$ cat src/rtl/mips_reg_dump.sv
`default_nettype none
// =============================================================================
// mips_reg_dump : streams a contiguous register range of a halted core over
// valid/ready. Define DUMP_CHECKSUM_EN to append an XOR checksum word.
// Revision : 1.0
// =============================================================================
module mips_reg_dump #(
   parameter int NREGS = 32,
   parameter int AW    = 5,
   parameter int DW    = 32
) (
   input  logic          clk1,
   input  logic          rst_n,
   input  logic          start,
   input  logic [AW-1:0] first_reg,
   input  logic [AW-1:0] last_reg,
   input  logic          core_halted,
   output logic [AW-1:0] rf_raddr,
   input  logic [DW-1:0] rf_rdata,
   output logic          out_valid,
   input  logic          out_ready,
   output logic [DW-1:0] out_data,
   output logic          out_last,
   output logic          busy,
   output logic          done,
   output logic          err
);

   localparam logic [AW:0] c_nregs = (AW+1)'(NREGS);

   typedef enum logic [2:0] {
      S_IDLE = 3'd0,
      S_LOAD = 3'd1,
      S_SEND = 3'd2,
`ifdef DUMP_CHECKSUM_EN
      S_CSUM = 3'd3,
`endif
      S_DONE = 3'd4
   } state_t;

   state_t        state_q, state_d;
   logic [AW-1:0] ptr_q, ptr_d;
   logic [AW-1:0] cur_q, cur_d;
   logic [AW-1:0] lastq_q, lastq_d;
   logic [DW-1:0] data_q, data_d;
   logic          valid_q, valid_d;
   logic          last_q, last_d;
   logic          busy_q, busy_d;
   logic          err_q, err_d;
`ifdef DUMP_CHECKSUM_EN
   logic [DW-1:0] csum_q, csum_d;
`endif

   logic w_hs;
   logic w_bad_req;
   logic w_load_last;

   assign w_hs      = valid_q & out_ready;
   assign w_bad_req = ~core_halted | (first_reg > last_reg) | ({1'b0, last_reg} >= c_nregs);
`ifdef DUMP_CHECKSUM_EN
   assign w_load_last = 1'b0;
`else
   assign w_load_last = (ptr_q == lastq_q);
`endif

   always_comb begin
      state_d = state_q;
      ptr_d   = ptr_q;
      cur_d   = cur_q;
      lastq_d = lastq_q;
      data_d  = data_q;
      valid_d = valid_q;
      last_d  = last_q;
      busy_d  = busy_q;
      err_d   = 1'b0;
`ifdef DUMP_CHECKSUM_EN
      csum_d  = csum_q;
`endif
      case (state_q)
         S_IDLE: begin
            if (start) begin
               if (w_bad_req) begin
                  err_d = 1'b1;
               end else begin
                  ptr_d   = first_reg;
                  lastq_d = last_reg;
                  busy_d  = 1'b1;
                  state_d = S_LOAD;
`ifdef DUMP_CHECKSUM_EN
                  csum_d  = '0;
`endif
               end
            end
         end
         S_LOAD, S_SEND: begin
            if (!core_halted) begin
               valid_d = 1'b0;
               last_d  = 1'b0;
               err_d   = 1'b1;
               busy_d  = 1'b0;
               state_d = S_IDLE;
            end else if (state_q == S_LOAD || (w_hs && cur_q != lastq_q)) begin
`ifdef DUMP_CHECKSUM_EN
               if (state_q == S_SEND) csum_d = csum_q ^ data_q;
`endif
               // Reload on the handshake edge itself so the stream has no bubble.
               data_d  = rf_rdata;
               cur_d   = ptr_q;
               ptr_d   = ptr_q + 1'b1;
               valid_d = 1'b1;
               last_d  = w_load_last;
               state_d = S_SEND;
            end else if (w_hs) begin
`ifdef DUMP_CHECKSUM_EN
               csum_d  = csum_q ^ data_q;
               data_d  = csum_q ^ data_q;
               last_d  = 1'b1;
               state_d = S_CSUM;
`else
               valid_d = 1'b0;
               last_d  = 1'b0;
               state_d = S_DONE;
`endif
            end
         end
`ifdef DUMP_CHECKSUM_EN
         S_CSUM: begin
            if (!core_halted) begin
               valid_d = 1'b0;
               last_d  = 1'b0;
               err_d   = 1'b1;
               busy_d  = 1'b0;
               state_d = S_IDLE;
            end else if (w_hs) begin
               valid_d = 1'b0;
               last_d  = 1'b0;
               state_d = S_DONE;
            end
         end
`endif
         S_DONE: begin
            busy_d  = 1'b0;
            state_d = S_IDLE;
         end
         default: begin
            state_d = S_IDLE;
         end
      endcase
   end

   always_ff @(posedge clk1 or negedge rst_n) begin
      if (!rst_n) begin
         state_q <= S_IDLE;
         ptr_q   <= '0;
         cur_q   <= '0;
         lastq_q <= '0;
         data_q  <= '0;
         valid_q <= 1'b0;
         last_q  <= 1'b0;
         busy_q  <= 1'b0;
         err_q   <= 1'b0;
`ifdef DUMP_CHECKSUM_EN
         csum_q  <= '0;
`endif
      end else begin
         state_q <= state_d;
         ptr_q   <= ptr_d;
         cur_q   <= cur_d;
         lastq_q <= lastq_d;
         data_q  <= data_d;
         valid_q <= valid_d;
         last_q  <= last_d;
         busy_q  <= busy_d;
         err_q   <= err_d;
`ifdef DUMP_CHECKSUM_EN
         csum_q  <= csum_d;
`endif
      end
   end

   assign rf_raddr  = ptr_q;
   assign out_data  = data_q;
   assign out_valid = valid_q;
   assign out_last  = last_q;
   assign busy      = busy_q;
   assign err       = err_q;
   assign done      = (state_q == S_DONE);

endmodule
`default_nettype wire

$ cat config.mk
export PLATFORM = sky130hd
export DESIGN_NAME = mips_reg_dump
export DESIGN_NICKNAME = d
export VERILOG_FILES = /design/src/rtl/mips_reg_dump.sv
export SDC_FILE = /design/constraint.sdc
export NUM_CORES = 1
export LEC_CHECK = 0
export BUFFER_PORTS_ARGS = -buffer_cell sky130_fd_sc_hd__buf_2
export CAP_MARGIN = 20
export CORE_ASPECT_RATIO = 1.4
export CORE_UTILIZATION = 45
export CTS_BUF_LIST = sky130_fd_sc_hd__clkbuf_8
export CTS_CLUSTER_DIAMETER = 60
export CTS_CLUSTER_SIZE = 40
export DETAILED_ROUTE_END_ITERATION = 12
export PLACE_DENSITY = 0.73
export SYNTH_ARGS = -nofsm -noshare
export SYNTH_HDL_FRONTEND = slang
export SYNTH_SLANG_ARGS = --single-unit
$ cat constraint.sdc
create_clock -name clk1 -period 2.5 [get_ports clk1]
set_input_delay 0.5 -clock clk1 [delete_from_list [all_inputs] [get_ports clk1]]
set_output_delay 0.5 -clock clk1 [all_outputs]
set_load 0.1 [all_outputs]
==> metrics.md <==
| Metric | Value |
|---|---|
| Die width | `65.90 um` |
| Vias in the first global route | `approximately 1800` |
| Share of layout cells above drive strength 1 | `0.5118` |
| Clock Tree Buf Depth | `2` |
| CTS Root Cell | `clkbuf_8` |
| Final ANT Viol Nets | `0` |
| Critical path class | `in2reg` |
| Post-CTS sizing | `0` |
| Area Growth Syn to Fin | `25.24%` |
| Finish-stage setup viols | `0` |
| Critical path peak fanout | `23` |
| Final setup TNS | `0 ns` |
| Max Freq | `~460 MHz` |
| Clk_lat worst skew | `0.31 ns` |
| Global-route wire length before repair | `8.376 mm` |
| Async set or reset register ratio after synthesis | `1.000` |
| GP Congestion | `approximately 0.85` |
| Post-synth EDFFs | `0` |
| Cell Rows | `32` |
| Die Ht | `91.46 um` |
| Run status | `completed` |
| Reg-to-reg endpoint | `out_last` |
| IO Count | `89` |
| Number of antenna diodes | `0` |
| Filler cell count | `492` |
| Synth Area per Inst | `12.86 sq um` |
| Die ar. | `6027 sq um` |
| Syn. warnings | `0` |
| Syn_nets | `between 200 and 300` |
| RSZ-0062 raised after global routing | `no` |
| Total track usage | `0.1821` |
| Max_slew headroom | `0.4768` |
| Starting Density | `0.4656` |
| Max H-tree Level | `2` |
| Mean number of vias per cell | `5.112` |
| IO buf count | `88` |
| CTS tree | `built` |
| Area of the mapped netlist | `2572 sq um` |
| Num CTS Buffers | `5` |
| Final HPWL DP | `4.157 mm` |
| Core Box Area | `5525 sq um` |
| First-pass DRT Iterations | `4` |
| Total of max-cap violations | `0` |
| Remaining DRCs | `0` |
| Max Slew Vio Count | `0` |
| Routed wire per std cell | `14.43 um` |
| Nets | `approximately 350` |
| Clk slew on worst S/H paths | `0.11 ns` |
| Tmin final | `2.157 ns` |
| Mapped Cells | `200` |
| Postcts setup bufs | `0` |
| Total number of vias | `1866` |
| Worst path required time | `2.70 ns` |
| Pin count of the biggest net entering global routing | `37` |
| Routed WL | `5.268 mm` |
| Min-Delay Path Class | `in2async` |
| Worst r2r src | `state_q[1]` |
| FF-to-FF setup slack | `0.39 ns` |
| CTS Hold Bufs | `0` |
| Worst EP arrival | `approximately 2.4 ns` |
| Max Clock Skew | `0.01245 ns` |
| Dominant synthesized flop cell | `dfrtp_1` |
| Crit share post-route | `0.8629` |
| Sink Count | `54` |
| CP startpoint kind | `primary input` |
| Number of DRC markers in iteration 0 | `88` |
| Number of distinct library cells after synthesis | `36` |
| Worst slew pin tran | `0.7848 ns` |
| Gr ovfl total | `0` |
| Crit. End Element | `flip-flop` |
| R2R cell count | `6` |
| Final Hold Vio Count | `0` |
| Seq/Total Area, Yosys | `0.5253` |
| Initial antenna violation count | `0` |
| Post-synthesis register bit count | `54` |
cell families (layout without fill, tap and decap cells):
group / after synthesis / count (layout) / synth area share
AOI/OAI and AO/OA: 32 / 32 / 0.1036
adders and majority gates: 6 / 6 / 0.02918
muxes: 44 / 44 / 0.1926
and+or+nand+nor: 35 / 35 / 0.07588
DFF: 54 / 54 / 0.5253
buffers and inverters: 19 / 116 / 0.03939
xor gates and xnor gates: 10 / 10 / 0.03405
how the worst max path moves through the flow:
stage / from / endpoint / cells after the start
floorplan: out_valid / out_last / 6
global placement: last_reg[1] / out_data[12] / 9
detailed placement: last_reg[1] / out_data[6] / 9
CTS: last_reg[1] / out_data[31] / 9
global route: state_q[0] / cur_q[4] / 6
finish: last_reg[1] / cur_q[4] / 9
cell usage in the layout (no fill, tap or decap), types with 5 or more instances in the layout:
cell type | synthesis | layout
a21oi_1 | 7 | 7
buf_2 | 0 | 88
buf_4 | 0 | 6
clkbuf_8 | 0 | 5
dfrtp_1 | 54 | 54
ha_1 | 6 | 6
inv_1 | 12 | 12
mux2_2 | 44 | 44
nand2_1 | 8 | 8
nand3_1 | 5 | 5
nor2_1 | 7 | 7
o211ai_1 | 5 | 5
o21ai_0 | 5 | 5
xor2_1 | 7 | 7
flip-flops by register name, summed over array words and instances (netlist names):
name,cells
out_data,32
busy,1
rf_raddr,5
out_last,1
state_q,3
err,1
cur_q,5
lastq_q,5
out_valid,1
layer usage:
metal | part of all wire | global-route usage | vias to the layer above | routed length (um)
met3 | 0.040 | 0.03769 | 6 | 209
met2 | 0.55 | 0.3342 | 50 | 2902
met4 | 0.011 | 0.04891 | 0 | 56
met5 | 0 | 0 | - | 0
met1 | 0.40 | 0.2056 | 901 | 2100
li1 | - | - | 909 | -
layout make-up:
| cell class | count | area (sq um) | area share |
|---|---|---|---|
| repair buffers | 96 | 525.5 | 0.1631 |
| inverters | 12 | 45.04 | 0.01398 |
| clock inverters | 3 | 26.28 | 0.008155 |
| clock buffers | 5 | 68.82 | 0.02136 |
| multi-input cells | 127 | 1120 | 0.3476 |
| flip-flops and latches | 54 | 1351 | 0.4194 |
| well taps | 68 | 85.08 | 0.02641 |
stage by stage:
| step | setup slack (ns) | instances | area, sq um | utilization | hold slack, ns |
|---|---|---|---|---|---|
| after detailed placement | 0.01790 | 357 | 3127 | 0.5659 | 0.4894 |
| after global placement | 0.04902 | 357 | 3127 | 0.5659 | 0.4814 |
| after floorplan | 0.1595 | 200 | 2572 | - | 0.2044 |
| after CTS | 0.3500 | 365 | 3222 | 0.5831 | 0.2764 |
| final | 0.3427 | 365 | 3222 | 0.5831 | 0.2532 |
| after global routing | 0.2728 | 365 | 3222 | 0.5831 | 0.3000 |
worst max-delay path: stages:
cell	delay (ns)
buf_2	0.09
inv_1	0.04
ha_1	0.29
nand2b_1	0.06
a211o_1	0.31
a41o_1	0.27
o211ai_4	0.23
buf_12	0.21
mux2_2	0.35
synthesized netlist by cell type (all sizes together), types with 3 or more instances:
cell / number / share of area
nand2: 8 / 0.012
a22oi: 3 / 0.0088
xnor2: 3 / 0.010
xor2: 7 / 0.024
inv: 12 / 0.018
nand3: 5 / 0.0097
o21ai: 5 / 0.0097
nand2b: 3 / 0.0073
a21oi: 8 / 0.020
clkbuf: 3 / 0.0044
ha: 6 / 0.029
nor2: 7 / 0.010
mux2: 44 / 0.19
o211ai: 6 / 0.023
buf: 4 / 0.018
dfrtp: 54 / 0.53
Power is not shown: default switching activity piles up to over one toggle a cycle in this logic, so the estimate is an artifact.
